$ cat config.mk
export PLATFORM = sky130hd
export DESIGN_NAME = enigma_implementation_return
export DESIGN_NICKNAME = d
export VERILOG_FILES = /design/src/rtl/enigma_implementation_return.sv
export SDC_FILE = /design/constraint.sdc
export NUM_CORES = 1
export LEC_CHECK = 0
export BUFFER_PORTS_ARGS = -buffer_cell sky130_fd_sc_hd__buf_2
export CAP_MARGIN = 40
export CORE_ASPECT_RATIO = 0.9
export CORE_MARGIN = 1.5
export CORE_UTILIZATION = 62
export CTS_CLUSTER_DIAMETER = 80
export DETAILED_ROUTE_END_ITERATION = 6
export GPL_ROUTABILITY_DRIVEN = 0
export PLACE_DENSITY = 0.89
export SKIP_LAST_GASP = 1
export SYNTH_ARGS = -nofsm -noshare
export SYNTH_HDL_FRONTEND = slang
export SYNTH_SLANG_ARGS = --single-unit
export TNS_END_PERCENT = 1
$ cat constraint.sdc
create_clock -name clk -period 5.55 [get_ports clk]
set_clock_uncertainty 0.1 [all_clocks]
set_input_delay 0 -clock clk [delete_from_list [all_inputs] [get_ports clk]]
set_output_delay 0 -clock clk [all_outputs]
set_load 0.01 [all_outputs]
$ cat src/rtl/enigma_implementation_return.sv
// Enigma return path: reflected letter -> rotor2^-1 -> rotor1^-1 -> rotor0^-1, 3-stage valid/ready pipe.
// Optional RETURN_ERR_EN: codes >25 pass through unmapped and flagged instead of being dropped.
module enigma_implementation_return #(
  parameter int unsigned LW          = 5,
  parameter int unsigned NUM_LETTERS = 26
) (
  input  logic          clk,
  input  logic          rst,
  input  logic          in_valid,
  output logic          in_ready,
  input  logic [LW-1:0] in_letter,
  input  logic [LW-1:0] r1_position,
  input  logic [LW-1:0] r2_position,
  input  logic [LW-1:0] r3_position,
  output logic          out_valid,
  input  logic          out_ready,
  output logic [LW-1:0] out_letter,
  output logic          out_err
);

  localparam int unsigned SW = LW + 1;

  localparam logic [LW-1:0] INV0 [NUM_LETTERS] = '{
    5'd20, 5'd22, 5'd24, 5'd6,  5'd0,  5'd3,  5'd5,  5'd15, 5'd21, 5'd25, 5'd1,  5'd4,  5'd2,
    5'd10, 5'd12, 5'd19, 5'd7,  5'd23, 5'd18, 5'd11, 5'd17, 5'd8,  5'd13, 5'd16, 5'd14, 5'd9};
  localparam logic [LW-1:0] INV1 [NUM_LETTERS] = '{
    5'd0,  5'd9,  5'd15, 5'd2,  5'd25, 5'd22, 5'd17, 5'd11, 5'd5,  5'd1,  5'd3,  5'd10, 5'd14,
    5'd19, 5'd24, 5'd20, 5'd16, 5'd6,  5'd4,  5'd13, 5'd7,  5'd23, 5'd12, 5'd8,  5'd21, 5'd18};
  localparam logic [LW-1:0] INV2 [NUM_LETTERS] = '{
    5'd19, 5'd0,  5'd6,  5'd1,  5'd15, 5'd2,  5'd18, 5'd3,  5'd16, 5'd4,  5'd20, 5'd5,  5'd21,
    5'd13, 5'd25, 5'd7,  5'd24, 5'd8,  5'd23, 5'd9,  5'd22, 5'd11, 5'd17, 5'd10, 5'd14, 5'd12};

  // Single conditional subtract: every caller keeps v below 2*NUM_LETTERS.
  function automatic logic [LW-1:0] wrap(input logic [SW-1:0] v);
    return (v >= SW'(NUM_LETTERS)) ? LW'(v - SW'(NUM_LETTERS)) : LW'(v);
  endfunction

  function automatic logic [LW-1:0] unshift(input logic [LW-1:0] w, input logic [LW-1:0] p);
    return wrap(SW'(w) + SW'(NUM_LETTERS) - SW'(p));
  endfunction

  logic          s0_valid, s1_valid;
  logic [LW-1:0] s0_letter, s1_letter;
  logic [LW-1:0] s0_p1, s0_p2, s1_p1;
  logic          s0_err, s1_err;
  logic          code_bad_c, keep_c;
  logic          out_free_c, s1_free_c, s0_adv_c, s1_adv_c;
  logic [LW-1:0] idx2_c, idx1_c, idx0_c, map2_c, map1_c, map0_c;

  // Backpressure chain: a stage moves when the one after it is empty or moving.
  assign out_free_c = !out_valid || out_ready;
  assign s1_free_c  = !s1_valid || out_free_c;
  assign s1_adv_c   = s1_valid && out_free_c;
  assign s0_adv_c   = s0_valid && s1_free_c;
  assign in_ready   = !s0_valid || s1_free_c;

  assign code_bad_c = in_letter > LW'(NUM_LETTERS - 1);

  assign idx2_c = wrap(SW'(in_letter) + SW'(r3_position));
  assign map2_c = unshift(INV2[idx2_c], r3_position);
  assign idx1_c = wrap(SW'(s0_letter) + SW'(s0_p2));
  assign map1_c = unshift(INV1[idx1_c], s0_p2);
  assign idx0_c = wrap(SW'(s1_letter) + SW'(s1_p1));
  assign map0_c = unshift(INV0[idx0_c], s1_p1);

`ifdef RETURN_ERR_EN
  assign keep_c = 1'b1;

  always_ff @(posedge clk or negedge rst) begin
    if (!rst) begin
      s0_err  <= 1'b0;
      s1_err  <= 1'b0;
      out_err <= 1'b0;
    end else begin
      if (in_valid && in_ready) s0_err  <= code_bad_c;
      if (s0_adv_c)             s1_err  <= s0_err;
      if (s1_adv_c)             out_err <= s1_err;
    end
  end
`else
  assign keep_c  = !code_bad_c;
  assign s0_err  = 1'b0;
  assign s1_err  = 1'b0;
  assign out_err = 1'b0;
`endif

  // Positions ride along with the letter so the forward path may step freely.
  always_ff @(posedge clk or negedge rst) begin
    if (!rst) begin
      s0_valid   <= 1'b0;
      s1_valid   <= 1'b0;
      out_valid  <= 1'b0;
      s0_letter  <= '0;
      s1_letter  <= '0;
      out_letter <= '0;
      s0_p1      <= '0;
      s0_p2      <= '0;
      s1_p1      <= '0;
    end else begin
      if (in_ready) s0_valid <= in_valid && keep_c;
      if (in_valid && in_ready) begin
        s0_letter <= code_bad_c ? in_letter : map2_c;
        s0_p1     <= r1_position;
        s0_p2     <= r2_position;
      end
      if (s1_free_c) s1_valid <= s0_valid;
      if (s0_adv_c) begin
        s1_letter <= s0_err ? s0_letter : map1_c;
        s1_p1     <= s0_p1;
      end
      if (out_free_c) out_valid <= s1_valid;
      if (s1_adv_c) out_letter <= s1_err ? s1_letter : map0_c;
    end
  end

endmodule

* Word-level counts from Yosys, hierarchy flattened
Memories as Yosys holds them, arrays and structs flattened.
Cells that the tools add are included.
** Storage, ports and cells
- Word-level logic and storage cells :: 64
- Input port bits :: 24
- Memory bits (read-only) :: 480
- Output and inout bits :: 8
- Register bits :: 33
- Memories kept :: 3
** Operators by class
- Add/subtract/negate cells :: 15
- Reduce and logical (&&, ||, !) cells :: 11
- Bitwise gates (word level) :: 3
- Order comparisons :: 10
- Mux-type cells :: 13
** Memory list
- (name not given) :: words 32, bits a word 5, read ports 1, clocked after memory_dff 0, wr ports 0, RTL line 64 : assign map0_c = unshift(INV0[idx0_c], s1_p1);
- (name not given) :: words 32, bits a word 5, read ports 1, clocked after memory_dff 0, wr ports 0, RTL line 62 : assign map1_c = unshift(INV1[idx1_c], s0_p2);
- (name not given) :: words 32, bits a word 5, read ports 1, clocked after memory_dff 0, wr ports 0, RTL line 60 : assign map2_c = unshift(INV2[idx2_c], r3_position);
** Operators by type and width (count)
- 5-bit 2-to-1 mux :: 13
- 6-bit by 5-bit >= comparator with 1-bit output (second input constant) :: 6
- 5-bit subtractor (second input constant) :: 6
- 5-bit by 5-bit adder with 6-bit output :: 3
- 5-bit by 5-bit adder with 6-bit output (second input constant) :: 3
- 6-bit >= comparator (second input constant) :: 3
- 5-bit inverter with 6-bit output :: 3
- 6-bit by 5-bit subtractor with 6-bit output :: 3
- 5-bit greater-than comparator (second input constant) :: 1
- 1-bit logical AND :: 4
- 1-bit logical NOT :: 4
- 1-bit logical OR :: 3

* Depth between registers and ports, before layout
- Depth in word-level cells :: 12
- Depth in mapped cells :: 24
- Depth with buffers taken out :: 24

* Least setup slack after synthesis
OpenSTA, ideal clock, no wires.
- Path type :: reg-to-reg
- Start :: register s0_letter[0]
- End :: register s1_letter[2]
- Buffers on the path :: 0
- Cell stages (with the launch flop) :: 20
- Setup slack :: 0.427 ns
- Data required time :: 5.325 ns
- Period minus slack after synthesis :: 5.123 ns
- Library setup time :: 0.125 ns
- Arrival time :: 4.898 ns
- Cells stage by stage :: dfrtp_1 > ha_1 > fa_1 > nor2b_1 > a221oi_1 > nand4_1 > and2_4 > xnor2_2 > inv_1 > ha_1 > mux4_2 > o21a_1 > ha_1 > fa_1 > a21o_1 > a21oi_1 > xnor2_1 > a21oi_1 > o21ai_0 > mux2_2
** Between the ends
- Cells in the longest elaborated chain, start to end :: 11
- Elaborated cells between the ends (all ways) :: 13
- Those cells by class :: 5 x add/sub; 2 x order compare; 4 x mux; 1 x bitwise; 1 x memory
** Ends and longest elaborated chain
- from (decl) :: RTL line 43 : logic [LW-1:0] s0_letter, s1_letter;
- from (signal assigned) :: RTL line 102 : s0_letter <= code_bad_c ? in_letter : map2_c;
- 5-bit by 5-bit adder with 6-bit output (*) :: RTL line 61 : assign idx1_c = wrap(SW'(s0_letter) + SW'(s0_p2));
- 5-bit subtractor / 6-bit by 5-bit >= comparator with 1-bit output (equally long branches) :: RTL line 35 : return (v >= SW'(NUM_LETTERS)) ? LW'(v - SW'(NUM_LETTERS)) : LW'(v);
- 5-bit 2-to-1 mux (*) :: RTL line 35
- 5-bit inverter with 6-bit output (not written as such) (*) :: RTL line 62
- memory 32 x 5 bit (*)
- 5-bit 2-to-1 mux (not written as such) (*) (2 in series) :: RTL line 62
- 5-bit by 5-bit adder with 6-bit output (*) :: RTL line 39 : return wrap(SW'(w) + SW'(NUM_LETTERS) - SW'(p));
- 6-bit by 5-bit subtractor with 6-bit output (*) :: RTL line 39
- 5-bit subtractor / 6-bit by 5-bit >= comparator with 1-bit output (equally long branches) :: RTL line 35
- 5-bit 2-to-1 mux (*) :: RTL line 35
- to (signal assigned) :: RTL line 108 : s1_letter <= s0_err ? s0_letter : map1_c;
- to (decl) :: RTL line 43
Mark *: on every way between the ends. The rest lies on a longest branch, timed or not. The select of a mux whose other input is x is not followed.
A chain may end at the register's enable or synchronous reset.

* Worst setup path after layout
- Start :: register s1_p1[0]
- End :: register out_letter[1]
** Between the ends
- Cells in the longest elaborated chain, start to end :: 11
- Elaborated cells between the ends (all ways) :: 13
- Those cells by class :: 5 x add/sub; 2 x order compare; 4 x mux; 1 x bitwise; 1 x memory
** Ends and longest elaborated chain
- from (decl) :: RTL line 44 : logic [LW-1:0] s0_p1, s0_p2, s1_p1;
- from (signal assigned) :: RTL line 109 : s1_p1 <= s0_p1;
- 5-bit by 5-bit adder with 6-bit output :: RTL line 63 : assign idx0_c = wrap(SW'(s1_letter) + SW'(s1_p1));
- 5-bit subtractor / 6-bit by 5-bit >= comparator with 1-bit output (equally long branches) :: RTL line 35
- 5-bit 2-to-1 mux :: RTL line 35
- 5-bit inverter with 6-bit output (not written as such) :: RTL line 64
- memory 32 x 5 bit
- 5-bit 2-to-1 mux (not written as such) (2 in series) :: RTL line 64
- 5-bit by 5-bit adder with 6-bit output :: RTL line 39
- 6-bit by 5-bit subtractor with 6-bit output (*) :: RTL line 39
- 5-bit subtractor / 6-bit by 5-bit >= comparator with 1-bit output (equally long branches) :: RTL line 35
- 5-bit 2-to-1 mux (*) :: RTL line 35
- to (signal assigned) :: RTL line 112 : if (s1_adv_c) out_letter <= s1_err ? s1_letter : map0_c;
- to (decl) :: RTL line 17 : output logic [LW-1:0] out_letter,
Marks and branches as above.

==> metrics.yaml <==
netlist_instances: 449
wl_per_cell_um: 17.1
dieWidth_um: 87.3
cts_made_buffers: 5
post-route-cell-area_sq_um: 4580
mostFrequentLayoutCell: "ha_1"
synth_flop_cell: "dfrtp_1"
arrival_ps: 5460
num-nets-final: 596
reg2reg_slack_ps: 170
timing.fmax_mhz: 186
path_cells: "ha_1 -> fa_1 -> a21o_2 -> a21oi_2 -> xor2_2 -> o31a_1 -> xnor2_2 -> ha_1 -> a21oi_1 -> o32a_1 -> o311a_1 -> ha_1 -> fa_1 -> a21o_1 -> a21oi_1 -> xnor2_1 -> a21oi_2 -> buf_4 -> xnor2_1 -> o21ai_0"
drc: 0
hold_viol: 0
vias: 3512
worst_pin_slew_ps: 760
yosysSeqAreaShare_pct: 20.8
clock_path_buffers: 2
setup_violations: 0
avgSynthCellArea_sq_um: 8.83
layout_min_cycle_time_ps: 5380
yosysWarnings: 0
synth.area.top_cells: "dfrtp_1, ha_1, mux2_2"
synth_cell_types: 61
cts-root-buf: "clkbuf_8"
cp_max_fo: 5
grt_pass1_vias: 3503
port_buffers: 30
syn_nets: 543
grt_pass1_wl_mm: 16.3
max_stage_delay_ps: 470
status: "finished clean"
netlist_area_sq_um: 3970
crit_required_ps: 5630
core_sq_um: 6150
row_count: 27
hold_depth: 3
die_h_um: 78.9
grt_max_degree: 34
min_path_type: "in2reg"
finalMaxSlewViolations: 0
cp_top_family: "compound AO/OA/AOI/OAI gates"
clk_latency_ps: 290
clock_sinks: 33
cts_tree: "done"
stdcell_count: 590
async_flop_share_pct: 100
vias_per_cell: 5.95
n_fill_cell: 432
synth-edff-count: 0
synth_top_area_share_pct: 20.8
die_area_sq_um: 6890
io_pins: 32
ant_nets: 0
htreeDepth: 2
critPathLaunchType: "register"
firstDrtPassIters: 5
dp.cells: 563
path_depth: 20
layout_common_cells: "ha_1, inv_1, dfrtp_1"
fin_tns_setup_ps: 0
critPathCaptureType: "register"
slew_headroom_pct: 49.2
r2r_cells: 20
grt.overflow.total: 0
areaGrowthSynthToFinish_pct: 15.4
drive_gt1_share_pct: 20.7
diodes: 0
first_iter_violations: 262
drv_cap: 0
post_dp_cell_area_sq_um: 4220
synth.ff_latch_count: 33
drt-total-wl_mm: 10.1
grtUsageTotal_pct: 30.0
antenna_found_initial: 0
path_clk_slew_ps: 70
critPathKind: "reg2reg"
timing.critical_path.buf_inv: 1
timing.critical_path.mode_cell: "ha_1"
start_util_pct: 64.5
post-dp-hpwl_mm: 7.06
critPathSlowestCell: "fa_1"
fin_crit_sh_pct: 96.9
rsz0062_at_grt: "true"
synth_top_area_cell: "dfrtp_1"
==> metrics by stage <==
step                hold WS, ps  worst slack (ps)  utilization (%)
finish                     16.0               174             74.4
global route               52.4             -77.4             74.4
CTS                        15.9              92.4             73.0
detailed placement        -1.43               173             68.7
global placement          -15.0               441             68.7
floorplan                  -396               427                -
==> metal layers <==
layer	GRT usage, %	vias up	wire length [um]
li1	-	1699	-
met1	34.8	1658	4050
met2	54.1	112	5230
met3	4.47	43	424
met4	13.7	0	402
met5	0	-	0
==> final timing paths <==
kind / start / to
min in group asynchronous: rst / out_letter[2]
setup reg to reg: s1_p1[0] / out_letter[1]
hold / removal: in_letter[0] / s0_letter[0]
max in group asynchronous: rst / s0_p1[1]
hold reg to reg: out_letter[3] / out_letter[3]
setup / recovery: s1_p1[0] / out_letter[1]
==> cell usage after synthesis (2+ instances only) <==
library cell	count
or2_2	3
nor2b_1	4
a21oi_1	35
nor3b_1	2
o22ai_1	3
fa_1	6
inv_1	45
buf_4	2
xor2_1	8
mux2i_2	2
nand2_1	30
and3_1	3
ha_1	64
a31oi_1	2
o31ai_1	2
a211oi_1	8
clkbuf_1	5
a211o_1	2
a21boi_0	2
buf_6	2
dfrtp_1	33
nor3_1	7
nor2_1	30
buf_2	4
o21ai_0	23
mux2_2	24
and2_1	3
xnor2_1	19
nand3_1	3
mux2i_1	11
o21a_1	4
a21o_1	15
o21bai_1	4
o211ai_1	7
nand2b_1	6
==> kinds of logic (layout without fill, tap and decap cells) <==
logic type	count (synthesis)	count (layout)	synth area share (%)
simple gates	97	97	11.5
flops	33	33	20.8
buf+inv	58	112	6.18
other cells	1	1	0.0945
xor+xnor	28	28	6.37
mux	39	39	11.4
compound gates	123	123	20.4
fa+ha+maj	70	70	23.2
==> area by class of cell <==
type	count	area, sq um	share of cell area (%)
repair buffers	59	405	8.86
well taps	87	109	2.38
multi-input cells	358	2950	64.5
inverters	45	169	3.69
flip-flops and latches	33	826	18.0
clock buffers	7	86.3	1.89
clock inverters	1	30.0	0.656
==> tightest hold or removal path, delay by kind of cell <==
kind                   cells  cell delay, ps
buffers and inverters      1             100
AO/OA/AOI/OAI              2             270
==> registers in the layout, summed over array words and instances, names as in the netlist <==
signal      count
s0_letter       5
s1_letter       5
s0_p2           5
s1_p1           5
s1_valid        1
out_letter      5
out_valid       1
s0_valid        1
s0_p1           5
==> what timing repair did <==
action | 4_1_cts | 5_1_grt
setup buffers | 0 | 4
endpoints found under the setup margin | 0 | 10
hold endpoints to repair | 48 | 0
resized for setup | 0 | 15
hold buffers | 15 | 0
Power is left out: the tool's default activity adds up to more than one toggle a clock period on the data nets, which glitch-free logic cannot reach.
